===== config.mk =====
export PLATFORM = sky130hd
export DESIGN_NAME = lsu_ctrl
export DESIGN_NICKNAME = d
export VERILOG_FILES = /design/src/rtl/lsu_pkg.sv /design/src/rtl/lsu_lane.sv /design/src/rtl/lsu_ctrl.sv
export SDC_FILE = /design/constraint.sdc
export NUM_CORES = 1
export LEC_CHECK = 0
export BUFFER_PORTS_ARGS = -buffer_cell sky130_fd_sc_hd__buf_2
export CAP_MARGIN = 0
export CORE_UTILIZATION = 54
export CTS_CLUSTER_DIAMETER = 30
export CTS_CLUSTER_SIZE = 14
export DETAILED_ROUTE_END_ITERATION = 10
export MAX_ROUTING_LAYER = met4
export PLACE_DENSITY = 0.82
export SLEW_MARGIN = 20
export SYNTH_ARGS = -nofsm -noshare
export SYNTH_HDL_FRONTEND = slang
export SYNTH_HIERARCHICAL = 1
export SYNTH_SLANG_ARGS = --single-unit

===== constraint.sdc =====
create_clock -name clk -period 3.9 [get_ports clk]
set_input_delay 0.39 -clock clk [delete_from_list [all_inputs] [get_ports clk]]
set_output_delay 0.39 -clock clk [all_outputs]
set_load 0.02 [all_outputs]

===== src/rtl/lsu_pkg.sv =====
// Shared definitions for the load/store unit: size encodings, FSM states, RD counter sizing.
package lsu_pkg;

  localparam logic [1:0] SZ_B = 2'b00;
  localparam logic [1:0] SZ_H = 2'b01;
  localparam logic [1:0] SZ_W = 2'b10;

  localparam int unsigned RD_LAT_MAX = 7;
  localparam int unsigned CNT_W      = 3;

  typedef enum logic [1:0] {
    IDLE,
    RD,
    WR,
    RESP
  } state_t;

  // Encodings 10 and 11 both mean a full word.
  function automatic logic is_word(input logic [1:0] size);
    return size[1];
  endfunction

endpackage


===== src/rtl/lsu_lane.sv =====
// Little-endian lane logic: load extraction/extension and sub-word store merge.
module lsu_lane
  import lsu_pkg::*;
(
  input  logic [31:0] word,
  input  logic [1:0]  size,
  input  logic [1:0]  offset,
  input  logic        sgn,
  input  logic [31:0] wdata,
  output logic [31:0] rdata,
  output logic [31:0] mdata
);

  logic [15:0] hw;
  logic [7:0]  bt;
  logic [4:0]  lsb;

  always_comb begin
    hw    = '0;
    bt    = '0;
    lsb   = {offset, 3'b000};
    rdata = '0;
    mdata = word;
    if (is_word(size)) begin
      rdata = word;
      mdata = wdata;
    end else if (size == SZ_H) begin
      hw    = offset[1] ? word[31:16] : word[15:0];
      rdata = {{16{sgn & hw[15]}}, hw};
      if (offset[1]) mdata[31:16] = wdata[15:0];
      else           mdata[15:0]  = wdata[15:0];
    end else begin
      bt              = word[lsb +: 8];
      rdata           = {{24{sgn & bt[7]}}, bt};
      mdata[lsb +: 8] = wdata[7:0];
    end
  end

endmodule


===== src/rtl/lsu_ctrl.sv =====
// Load/store initiator for the word-organised data memory, with read-modify-write for sub-word stores.
// Optional misaligned-access trap: define LSU_MISALIGN_TRAP_EN.
module lsu_ctrl
  import lsu_pkg::*;
#(
  parameter int unsigned RD_LAT  = 1,
  parameter int unsigned WADDR_W = 5
) (
  input  logic                 clk,
  input  logic                 reset,
  input  logic                 req_valid,
  output logic                 req_ready,
  input  logic                 req_we,
  input  logic [1:0]           req_size,
  input  logic                 req_signed,
  input  logic [WADDR_W+1:0]   req_addr,
  input  logic [31:0]          req_wdata,
  output logic                 rsp_valid,
  input  logic                 rsp_ready,
  output logic [31:0]          rsp_rdata,
  output logic                 rsp_err,
  output logic [WADDR_W-1:0]   mem_addr,
  output logic [31:0]          mem_wdata,
  output logic                 mem_read,
  output logic                 mem_write,
  input  logic [31:0]          mem_rdata
);

  localparam int unsigned AW = WADDR_W + 2;

  state_t             state_q, state_d;
  logic [CNT_W-1:0]   cnt_q, cnt_d;
  logic               we_q, sgn_q;
  logic [1:0]         size_q, off_q;
  logic [31:0]        wdata_q;
  logic               accept;
  logic               misal;
  logic [AW-1:0]      aligned;

  logic               mem_read_d, mem_write_d, rsp_valid_d, rsp_err_d;
  logic [WADDR_W-1:0] mem_addr_d;
  logic [31:0]        mem_wdata_d, rsp_rdata_d;
  logic [31:0]        lane_rdata, lane_mdata;

  assign req_ready = (state_q == IDLE) && !reset;
  assign accept    = req_valid && req_ready;

  // Alignment handling: trap misaligned requests, or silently clear the offending offset bits.
  always_comb begin
    aligned = req_addr;
    misal   = 1'b0;
`ifdef LSU_MISALIGN_TRAP_EN
    misal = ((req_size == SZ_H) && req_addr[0]) ||
            (is_word(req_size) && (req_addr[1:0] != 2'b00));
`else
    if (req_size == SZ_H)       aligned[0]   = 1'b0;
    else if (is_word(req_size)) aligned[1:0] = 2'b00;
`endif
  end

  lsu_lane u_lane (
    .word   (mem_rdata),
    .size   (size_q),
    .offset (off_q),
    .sgn    (sgn_q),
    .wdata  (wdata_q),
    .rdata  (lane_rdata),
    .mdata  (lane_mdata)
  );

  always_ff @(posedge clk or posedge reset) begin
    if (reset) begin
      state_q <= IDLE;
      cnt_q   <= '0;
    end else begin
      state_q <= state_d;
      cnt_q   <= cnt_d;
    end
  end

  always_comb begin
    state_d     = state_q;
    cnt_d       = cnt_q;
    mem_read_d  = mem_read;
    mem_write_d = 1'b0;
    mem_addr_d  = mem_addr;
    mem_wdata_d = mem_wdata;
    rsp_valid_d = rsp_valid;
    rsp_rdata_d = rsp_rdata;
    rsp_err_d   = rsp_err;
    case (state_q)
      IDLE: begin
        if (accept) begin
          if (misal) begin
            state_d     = RESP;
            rsp_valid_d = 1'b1;
            rsp_err_d   = 1'b1;
            rsp_rdata_d = '0;
          end else if (!req_we || !is_word(req_size)) begin
            state_d    = RD;
            cnt_d      = '0;
            mem_read_d = 1'b1;
            mem_addr_d = aligned[AW-1:2];
          end else begin
            state_d     = WR;
            mem_write_d = 1'b1;
            mem_addr_d  = aligned[AW-1:2];
            mem_wdata_d = req_wdata;
          end
        end
      end
      RD: begin
        // mem_rdata is consumed on the edge that closes the last read cycle.
        if (cnt_q == CNT_W'(RD_LAT - 1)) begin
          mem_read_d = 1'b0;
          if (we_q) begin
            state_d     = WR;
            mem_write_d = 1'b1;
            mem_wdata_d = lane_mdata;
          end else begin
            state_d     = RESP;
            rsp_valid_d = 1'b1;
            rsp_rdata_d = lane_rdata;
            rsp_err_d   = 1'b0;
          end
        end else begin
          cnt_d = cnt_q + CNT_W'(1);
        end
      end
      WR: begin
        state_d     = RESP;
        rsp_valid_d = 1'b1;
        rsp_rdata_d = '0;
        rsp_err_d   = 1'b0;
      end
      RESP: begin
        if (rsp_ready) begin
          state_d     = IDLE;
          rsp_valid_d = 1'b0;
        end
      end
      default: state_d = IDLE;
    endcase
  end

  // Request attributes held for the whole transaction.
  always_ff @(posedge clk or posedge reset) begin
    if (reset) begin
      we_q    <= 1'b0;
      sgn_q   <= 1'b0;
      size_q  <= '0;
      off_q   <= '0;
      wdata_q <= '0;
    end else if (accept) begin
      we_q    <= req_we;
      sgn_q   <= req_signed;
      size_q  <= req_size;
      off_q   <= aligned[1:0];
      wdata_q <= req_wdata;
    end
  end

  always_ff @(posedge clk or posedge reset) begin
    if (reset) begin
      mem_read  <= 1'b0;
      mem_write <= 1'b0;
      mem_addr  <= '0;
      mem_wdata <= '0;
      rsp_valid <= 1'b0;
      rsp_rdata <= '0;
      rsp_err   <= 1'b0;
    end else begin
      mem_read  <= mem_read_d;
      mem_write <= mem_write_d;
      mem_addr  <= mem_addr_d;
      mem_wdata <= mem_wdata_d;
      rsp_valid <= rsp_valid_d;
      rsp_rdata <= rsp_rdata_d;
      rsp_err   <= rsp_err_d;
    end
  end

endmodule


==> summary.md <==
| Metric | Value |
|---|---|
| Status | finished clean |
| Via density | 6.23 |
| Vias in the first global route | 5591 |
| All-Layer GR Usage | 32.2% |
| Antenna violations before repair | 0 |
| Max H-tree Level | 4 |
| Worst reg-to-reg setup slack | 1.08 ns |
| Final Hold Vio Count | 0 |
| Syn avg cell area | 10.4 um^2 |
| CP max stage delay | 0.68 ns |
| Commonest non-fill, non-tap cell in the layout | buf_2 |
| Post-synth cell types | 55 |
| Vias after detailed routing | 5671 |
| Tcrit/Tclk final | 72.3% |
| Largest net degree at the start of global routing | 74 |
| Initial core utilization | 55.8% |
| Fillers | 892 |
| CP required | 4.24 ns |
| Max-slew violation count | 0 |
| Worst setup EP type | flip-flop |
| Min-Delay Path Class | input pin to async pin |
| RR Startpoint | state_q[1] |
| Crit-path cells | inv_1 > ha_2 > buf_4 > nand4b_1 > a22oi_4 > buf_4 > nor2_1 > a21oi_1 |
| Fraction of layout cells with a size suffix above 1 | 33.6% |
| Initial DRC count | 609 |
| Reg area | 2880 um^2 |
| RD Place Congestion | 0.950 |
| Most used cell, CP | buf_4 |
| Maximum clock frequency | 355 MHz |
| P_leak | 3.75 nW |
| Syn Std Cell Area | 6400 um^2 |
| Final core utilization | 67.8% |
| Post CTS Setup Buffer Count | 0 |
| Met1 Use GR | 41.4% |
| Yosys reg bits | 115 |
| Minimum clock period | 2.82 ns |
| Most frequent cells in the layout | buf_2, dfrtp_1, nand2_1 |
| TritonCTS Buffers | 17 |
| Critical Setup Path Class | flip-flop to flip-flop |
| Later-pin clock latency in the skew report | 0.43 ns |
| Area of the multi-input gates | 3160 um^2 |
| DRC | 0 |
| Clock Path Buffers | 2 |
| Core area | 11500 um^2 |
| Final Power | 7.51 mW |
| Gr ovfl total | 0 |
| Worst Clk Skew | 0.00622 ns |
| Final antenna-violating net count | 0 |
| Crit start category | flip-flop |
| Final setup viols | 0 |
| Site row count | 39 |
| Crit-path max FO | 34 |
| CTS Root Cell | clkbuf_16 |
| CP delay by family, top | buffers and inverters |
| Gate Count Post-Synth | 617 |
| Worst-path clk slew | 0.05 ns |
| Routed length per instance | 20.3 um |
| Ant diodes | 0 |
| Crit path max-delay cell type | a22oi_4 |
| Die W | 111 um |
| Pwr/cell area | 965 nW/um^2 |
| Setup TNS | 0 ns |
| Relative slew slack | 41.2% |
| TritonRoute pass-1 iters | 7 |
| R2R cell count | 8 |
| Syn. warnings | 6 |
| Synth-to-Final Area Change | 21.6% |
| Die height | 111 um |
| Worst hold margin | 0.187 ns |
| Met2 Use GR | 48.2% |
| Buf/Inv on CP | 3 |
| Max VDD drop | 576 uV |
| Worst EP arrival | 3.16 ns |
| Total Nets Final | 845 |
| Met3 usage | 7.71% |
| Die area | 12300 um^2 |
| Worst Tran Pin Value | 0.882 ns |
| I/O pin total | 153 |
| FF-to-FF End | mem_wdata[3] |
| Max Cap Violations | 0 |
| Post-synthesis sequential area ratio | 45.0% |
| CTS Hold Bufs | 0 |
| First-pass GRT wire length | 29.6 mm |
| Port Buffer Count | 151 |
| GRT busiest layer | met2 |
| CTS tree | done |
| Cts repair resizes | 0 |
| Syn nets | 708 |
| Hpwl dp | 13.5 mm |
| # clock sinks | 115 |
| WL final | 18.5 mm |
| RSZ-0062 raised after global routing | no |
flip-flops by register name, indices dropped and copies added (netlist names):
register / flops
we_q: 1
mem_addr: 5
off_q: 2
mem_write: 1
wdata_q: 32
rsp_valid: 1
size_q: 2
rsp_rdata: 32
state_q: 2
cnt_q: 3
mem_wdata: 32
mem_read: 1
sgn_q: 1
per-stage QoR:
| step | worst slack [ns] | std cells | instance area [um^2] |
|---|---|---|---|
| after floorplan | 0.466 | 617 | 6400 |
| after global placement | 1.37 | 877 | 7200 |
| after detailed placement | 1.16 | 877 | 7200 |
| after global routing | 0.912 | 910 | 7780 |
| final | 1.08 | 910 | 7780 |
| after CTS | 1.12 | 909 | 7770 |
power by group:
part | switching, mW | internal, mW
Sequential | 0.498 | 1.75
Combinational | 2.23 | 1.52
Clock | 0.542 | 0.962
Total | 3.27 | 4.23
worst register-to-register path, stage by stage, from the launching register on:
cell      delay, ns
dfrtp_1        0.41
inv_1          0.13
ha_2           0.27
buf_4          0.34
nand4b_1       0.23
a22oi_4        0.68
buf_4          0.42
nor2_1         0.08
a21oi_1        0.17
cells by family (layout without fill, tap and decap cells):
family                     count (synthesis)  after routing  synth area share [%]
other                                      1              1                0.0586
AOI/OAI and AO/OA                        167            167                  20.5
adders and majority gates                 12             12                  2.35
muxes                                     94             94                  15.5
buffers and inverters                     82            232                  5.81
and+or+nand+nor                          146            146                  10.8
DFF                                      115            115                  45.0
synthesized netlist by cell type, drive strengths merged:
library cell / count / area share [%]
a22o: 41 / 5.6
mux2: 43 / 7.6
a22oi: 10 / 1.5
a211oi: 6 / 0.70
and3: 1 / 0.098
or2: 2 / 0.20
nand3b: 1 / 0.12
a21oi: 43 / 3.4
mux2i: 51 / 8.0
and2b: 1 / 0.12
ha: 12 / 2.3
a211o: 1 / 0.14
a21o: 1 / 0.12
a221o: 6 / 0.94
nand3: 2 / 0.16
nand2b: 7 / 0.68
nand2: 59 / 3.5
dfrtp: 115 / 45
nand4b: 4 / 0.65
a21boi: 2 / 0.23
o2bb2ai: 1 / 0.14
a32oi: 2 / 0.27
a31o: 1 / 0.14
o21ai: 7 / 0.55
and4: 1 / 0.14
o22ai: 4 / 0.39
clkinv: 2 / 0.12
buf: 38 / 3.2
o21ba: 1 / 0.16
nor2: 49 / 3.0
clkbuf: 7 / 0.43
nor3: 2 / 0.23
nor4bb: 1 / 0.16
o32ai: 7 / 0.96
nor4b: 1 / 0.37
a221oi: 30 / 4.8
nor2b: 8 / 0.78
and2: 7 / 0.68
o221ai: 2 / 0.27
conb: 1 / 0.059
a31oi: 2 / 0.20
inv: 35 / 2.1
how the worst max path moves through the flow:
stage                from       endpoint  slack [ns]  cells past startpoint
5_1_grt        state_q[1]   mem_wdata[3]        0.91                      8
3_5_place_dp   state_q[1]  mem_wdata[16]        1.16                      8
6_report       state_q[1]   mem_wdata[3]        1.08                      8
3_3_place_gp   state_q[1]  mem_wdata[16]        1.37                      8
2_1_floorplan       reset       cnt_q[0]        0.47                      1
4_1_cts        state_q[1]   mem_wdata[3]        1.12                      8
layout make-up:
type,count,share of cell area [%]
multi-input cells,420,40.6
flip-flops and latches,115,37.0
repair buffers,163,10.9
clock buffers,21,5.92
well taps,143,2.30
inverters,37,1.82
clock inverters,11,1.42
per-layer routing:
metal / share of wire, % / vias to the layer above / wire, um
met5: 0 / - / 0
met4: 3.3 / 0 / 616
met3: 8.0 / 57 / 1490
met1: 42 / 2790 / 7730
met2: 47 / 299 / 8670
li1: - / 2525 / -
Power figures use the tool's default switching activity.
